==> config.mk <==
export PLATFORM = sky130hd
export DESIGN_NAME = sentinel_key_conditioner_flat
export DESIGN_NICKNAME = d
export VERILOG_FILES = /design/src/rtl/sentinel_key_conditioner_pkg.sv /design/src/rtl/sentinel_key_conditioner_if.sv /design/src/rtl/sentinel_key_conditioner_sync_bus.sv /design/src/rtl/sentinel_key_conditioner.sv /design/src/flat_wrapper.sv
export SDC_FILE = /design/constraint.sdc
export NUM_CORES = 1
export LEC_CHECK = 0
export ABC_AREA = 1
export CORE_MARGIN = 3
export CORE_UTILIZATION = 49
export DETAILED_ROUTE_END_ITERATION = 10
export HOLD_SLACK_MARGIN = 0.03
export PLACE_DENSITY = 0.75
export SLEW_MARGIN = 15
export SYNTH_ARGS = -nofsm -noshare
export SYNTH_HDL_FRONTEND = slang
export SYNTH_HIERARCHICAL = 1
export SYNTH_SLANG_ARGS = --single-unit
==> constraint.sdc <==
create_clock -name clk -period 1.7 [get_ports clk]
set_input_delay 0.34 -clock clk [delete_from_list [all_inputs] [get_ports clk]]
set_output_delay 0.34 -clock clk [all_outputs]
set_load 0.03 [all_outputs]
==> src/rtl/sentinel_key_conditioner_pkg.sv <==
// Shared types and constants for the Sentinel lock core input path.
// Also used by the lock core and its formal bind.
package sentinel_pkg;

    localparam int KEY_W = 8;
    localparam logic [KEY_W-1:0] AUTH_KEY      = 8'hB6;
    localparam logic [KEY_W-1:0] VERIFIED_CODE = 8'hC1;

    typedef enum logic [1:0] {IDLE, SETTLING, STABLE} state_t;

    function automatic logic [7:0] sat_inc8(input logic [7:0] v);
        return (v == 8'hFF) ? v : v + 8'd1;
    endfunction

endpackage

==> src/rtl/sentinel_key_conditioner_if.sv <==
// Key-byte bus between the pin side and the conditioner.
// The master drives the pins and enable; the slave returns the settled key.
interface sentinel_key_if;
    import sentinel_pkg::*;

    logic             ena;
    logic [KEY_W-1:0] ui_in;
    logic [KEY_W-1:0] key_out;
    logic             key_valid;
    logic             key_stable;
    logic [7:0]       glitch_cnt;

    modport master (output ena, ui_in,
                    input  key_out, key_valid, key_stable, glitch_cnt);
    modport slave  (input  ena, ui_in,
                    output key_out, key_valid, key_stable, glitch_cnt);
endinterface

==> src/rtl/sentinel_key_conditioner_sync_bus.sv <==
// Multi-flop synchronizer for a byte-wide asynchronous bus.
// Per-bit skew is left for the downstream whole-byte debounce to absorb.
module sentinel_sync_bus
    import sentinel_pkg::*;
#(
    parameter int SYNC_STAGES = 2,
    parameter int W           = KEY_W
) (
    input  logic         clk,
    input  logic         rst_n,
    input  logic [W-1:0] d,
    output logic [W-1:0] q
);

    logic [SYNC_STAGES-1:0][W-1:0] chain;

    always_ff @(posedge clk or negedge rst_n) begin
        if (!rst_n) chain <= '0;
        else        chain <= {chain[SYNC_STAGES-2:0], d};
    end

    assign q = chain[SYNC_STAGES-1];

endmodule

==> src/rtl/sentinel_key_conditioner.sv <==
// Synchronizes and debounces the raw key byte, then presents each settled
// byte as a held value plus a one-cycle strobe; counts aborted settles.
module sentinel_key_conditioner
    import sentinel_pkg::*;
#(
    parameter int SYNC_STAGES     = 2,
    parameter int DEBOUNCE_CYCLES = 4,
    parameter int CNT_W           = 4
) (
    input  logic            clk,
    input  logic            rst_n,
    sentinel_key_if.slave   kif
);

    localparam logic [CNT_W-1:0] CNT_ONE    = CNT_W'(1);
    localparam logic [CNT_W-1:0] CNT_TARGET = CNT_W'(DEBOUNCE_CYCLES);
    localparam bit               ONE_SHOT   = (DEBOUNCE_CYCLES == 1);

    logic [KEY_W-1:0] sync_out;
    logic [KEY_W-1:0] candidate;
    logic [CNT_W-1:0] cnt;
    logic [CNT_W-1:0] cnt_nxt;
    state_t           state;

    logic do_load, do_glitch, settle_hit, accept;

    sentinel_sync_bus #(.SYNC_STAGES(SYNC_STAGES), .W(KEY_W)) u_sync (
        .clk   (clk),
        .rst_n (rst_n),
        .d     (kif.ui_in),
        .q     (sync_out)
    );

    assign cnt_nxt = cnt + CNT_ONE;

    // A fresh candidate load counts as the first matching cycle, so with a
    // one-cycle debounce the load itself is the accepting edge.
    always_comb begin
        do_load    = 1'b0;
        do_glitch  = 1'b0;
        settle_hit = 1'b0;
        case (state)
            IDLE:     do_load = 1'b1;
            SETTLING: begin
                if (sync_out == candidate) begin
                    settle_hit = (cnt_nxt == CNT_TARGET);
                end else begin
                    do_load   = 1'b1;
                    do_glitch = 1'b1;
                end
            end
            STABLE:   do_load = (sync_out != kif.key_out);
            default:  do_load = 1'b1;
        endcase
        accept = (do_load && ONE_SHOT) || settle_hit;
    end

    always_ff @(posedge clk or negedge rst_n) begin
        if (!rst_n) begin
            state          <= IDLE;
            candidate      <= '0;
            cnt            <= '0;
            kif.key_out    <= '0;
            kif.key_valid  <= 1'b0;
            kif.key_stable <= 1'b0;
            kif.glitch_cnt <= '0;
        end else begin
            kif.key_valid <= 1'b0;
            if (kif.ena) begin
                if (do_glitch) kif.glitch_cnt <= sat_inc8(kif.glitch_cnt);

                if (do_load) begin
                    candidate <= sync_out;
                    cnt       <= CNT_ONE;
                end else if (state == SETTLING) begin
                    cnt <= cnt_nxt;
                end

                if (accept) begin
                    kif.key_out    <= do_load ? sync_out : candidate;
                    kif.key_valid  <= 1'b1;
                    kif.key_stable <= 1'b1;
                    state          <= STABLE;
                end else if (do_load) begin
                    kif.key_stable <= 1'b0;
                    state          <= SETTLING;
                end
            end
        end
    end

endmodule

==> src/flat_wrapper.sv <==
// flat-port wrapper written by rule: the top's interface ports become plain ports
module sentinel_key_conditioner_flat import sentinel_pkg::*;
#(
    parameter int SYNC_STAGES     = 2,
    parameter int DEBOUNCE_CYCLES = 4,
    parameter int CNT_W           = 4
)
  (clk, rst_n, kif_ena, kif_ui_in, kif_key_out, kif_key_valid, kif_key_stable, kif_glitch_cnt);
  sentinel_key_if kif_i ();
  input  logic clk;
  input  logic rst_n;
  input wire logic [$bits(kif_i.ena)-1:0] kif_ena;
  input wire logic [$bits(kif_i.ui_in)-1:0] kif_ui_in;
  output wire logic [$bits(kif_i.key_out)-1:0] kif_key_out;
  output wire logic [$bits(kif_i.key_valid)-1:0] kif_key_valid;
  output wire logic [$bits(kif_i.key_stable)-1:0] kif_key_stable;
  output wire logic [$bits(kif_i.glitch_cnt)-1:0] kif_glitch_cnt;
  assign kif_i.ena = kif_ena;
  assign kif_i.ui_in = kif_ui_in;
  assign kif_key_out = kif_i.key_out;
  assign kif_key_valid = kif_i.key_valid;
  assign kif_key_stable = kif_i.key_stable;
  assign kif_glitch_cnt = kif_i.glitch_cnt;
  sentinel_key_conditioner #(.SYNC_STAGES(SYNC_STAGES), .DEBOUNCE_CYCLES(DEBOUNCE_CYCLES), .CNT_W(CNT_W)) u_core (.clk(clk), .rst_n(rst_n), .kif(kif_i));
endmodule
==> run summary <==
Synth Net Count -> 274
Worst setup endpoint -> u_core/kif.key_out[7]
metal2 WL -> 2264 um
FF/Latch Area -> 1176 um^2
global-route wire length before repair -> 6962 um
drt wl/cell -> 12.88 um
global route overflow -> 0
Total GRT Usage -> 17.11%
Max Used Layer -> met4
final setup violation count -> 8
Synth async-reset ratio -> 100.0%
simple-gate portion of the synthesized area -> 28.37%
row cnt -> 23
clock-pin slew on the worst setup and hold paths -> 80 ps
Max IR drop VDD -> 0.5652 mV
Ys Warns -> 6
Via density -> 4.929
post-synthesis mux area share -> 0%
final wirelength -> 4558 um
met3 WL -> 162 um
synthesis-to-finish area growth -> 24.97%
R2R cell count -> 11
Yosys cell types -> 24
vias in the first global route -> 1580
Post-Synth XOR/XNOR Area -> 6.243%
DR iter-0 viols -> 78
fillcell total -> 324
Final Hold Fails -> 0
commonest cells after routing, fill and taps aside -> nand2_1, dfrtp_1, inv_1, dlygate4sd2_1, nand3_1
Critical R2R Launch -> u_core/cnt[1]
crit path max fanout -> 2
Root Driver -> clkbuf_8
max cap viols -> 0
CTS sink count -> 47
Antenna Cells -> 0
vias post-DR -> 1745
I/O Pins -> 29
M1 wire length -> 2039 um
max-slew violations -> 0
initial antenna violation count -> 0
Leak -> 1.443 nW
worst setup path start -> u_core/cnt[1]
DRC Markers -> 0
Initial Util -> 53.42%
Post-Syn Area -> 2245 um^2
Layout Skew -> 5.670 ps
Arr. time, crit path -> 2020 ps
RSZ-0062 raised after global routing -> true
EDFF count, synth -> 0
Setup crit end kind -> flip-flop
Critical Path RT -> 1940 ps
Mean Syn Cell Area -> 8.667 um^2
fin crit share -> 104.8%
min Tclk post-route -> 1782 ps
worst setup path class -> flip-flop to flip-flop
PD cells -> 899.1 nW/um^2
fmax -> 561.0 MHz
sequential area share after synthesis -> 52.40%
CTS tree -> built
worst hold slack -> 351.5 ps
final worst setup slack -> -82.42 ps
worst hold path class -> flip-flop to flip-flop
Multi-input gate area -> 958.4 um^2
Skew-Pair Late Insertion Delay -> 290 ps
Die Y -> 73.68 um
Layout Nets -> 318
Slew headroom -> 73.96%
reg-to-reg endpoint -> u_core/kif.key_out[7]
most used flip-flop cell after synthesis -> dfrtp_1
reg-to-reg setup timing slack -> -80 ps
Post-Syn Instances -> 259
Die ar. -> 5429 um^2
Worst Max-Slew Pin Slew -> 390.6 ps
utilization after layout -> 66.77%
Compound-Gate Fraction of Synth Area -> 2.230%
CP startpoint kind -> flip-flop
ANT nets after route -> 0
TritonCTS buffer count -> 5
Setup TNS Final -> -392.2 ps
Longest Clk Path Bufs -> 2
CTS H-tree depth -> 2
die width -> 73.68 um
largest family of logic cells by synthesized area -> simple AND/OR/NAND/NOR gates
core area -> 4202 um^2
largest net degree at the start of global routing -> 32
most common cell after layout, fill and taps aside -> nand2_1
failing checks -> setup timing
Yosys reg bits -> 47
status -> finished with violations
layout cells sized above 1 -> 16.78%
adder-cell area share of the yosys netlist -> 2.230%
IO buf count -> 28
drt first pass iters -> 4
Placer Congestion -> 0.7943
post-detail-place hpwl -> 3083 um
==> per-layer routing <==
layer | vias up | global-route usage, %
met3 | 9 | 4.514
met2 | 35 | 25.98
li1 | 895 | -
met4 | 0 | 8.048
met5 | - | 0
met1 | 806 | 22.75
==> sequential cells by signal, indices dropped and copies added, names as in the netlist <==
name / count
u_core/u_sync/q: 8
u_core/u_sync/chain: 8
u_core/state: 1
u_core/cnt: 4
u_core/kif.glitch_cnt: 8
u_core/kif.key_out: 8
u_core/kif.key_stable: 1
u_core/kif.key_valid: 1
u_core/candidate: 8
==> cell usage after synthesis (4+ instances only) <==
library cell | instances | area (um^2)
xor2_1 | 6 | 52.55
nand3_1 | 19 | 95.09
nand2_1 | 87 | 326.6
buf_4 | 8 | 60.06
ha_1 | 4 | 50.05
inv_1 | 26 | 97.59
xnor2_1 | 10 | 87.58
dfrtp_1 | 47 | 1176
o21ai_1 | 6 | 30.03
nor2_1 | 14 | 52.55
nand4_1 | 9 | 56.30
==> report_power, final <==
group / internal [mW] / switching (mW) / total [mW]
logic: 0.212 / 0.339 / 0.551
registers: 1.23 / 0.113 / 1.34
clock network: 0.289 / 0.343 / 0.632
==> through the flow <==
step           instance area, um^2  worst slack, ps  power (mW)  std cells
2_1_floorplan                 2245            2.547       1.705        259
3_3_place_gp                  2625            6.330       1.925        342
3_5_place_dp                  2625           -112.0       1.944        342
4_1_cts                       2705            11.53       2.533        352
5_1_grt                       2805           -163.9       2.668        354
6_report                      2805           -82.42       2.522        354
==> worst min-delay path by stage <==
stage	start	to	slack [ps]	cells after the start
finish	u_core/u_sync/chain[3]	u_core/u_sync/q[3]	350	0
global route	u_core/u_sync/chain[2]	u_core/u_sync/q[2]	360	0
CTS	u_core/u_sync/chain[2]	u_core/u_sync/q[2]	350	0
detailed placement	rst_n	u_core/u_sync/q[3]	290	1
global placement	rst_n	u_core/u_sync/chain[3]	280	1
floorplan	rst_n	u_core/candidate[0]	40	0
==> area by class of cell <==
type	instances	share of cell area (%)
clock buffer	7	2.721
multi-input combinational	173	34.17
timing repair buffer	47	14.81
clock inverter	1	0.1784
sequential	47	41.93
tap	50	2.230
inverter	29	3.970
==> cells by family after synthesis <==
group                      after synthesis
and+or+nand+nor                        143
DFF                                     47
buffers and inverters                   39
xor gates and xnor gates                16
AOI/OAI and AO/OA                       10
adders and majority gates                4
==> critical path: stages, from the launching register on <==
cell and delay [ps]:
dfrtp_1 370, ha_2 200, inv_2 50, or2_4 230, nand2_2 80, nand2_1 60
nor2_1 130, nand3_1 140, nor2_4 180, buf_6 140, nand3_4 80, nand2_2 70
==> what timing repair did <==
item	4_1_cts	5_1_grt
pin swaps	0	6
endpoints found under the setup margin	25	24
hold buffers	1	0
resized for setup	19	20
hold endpoints to repair	16	0
gates cloned	0	0
buffers inserted	1	2
No activity file was read; power rests on OpenSTA's default activity.
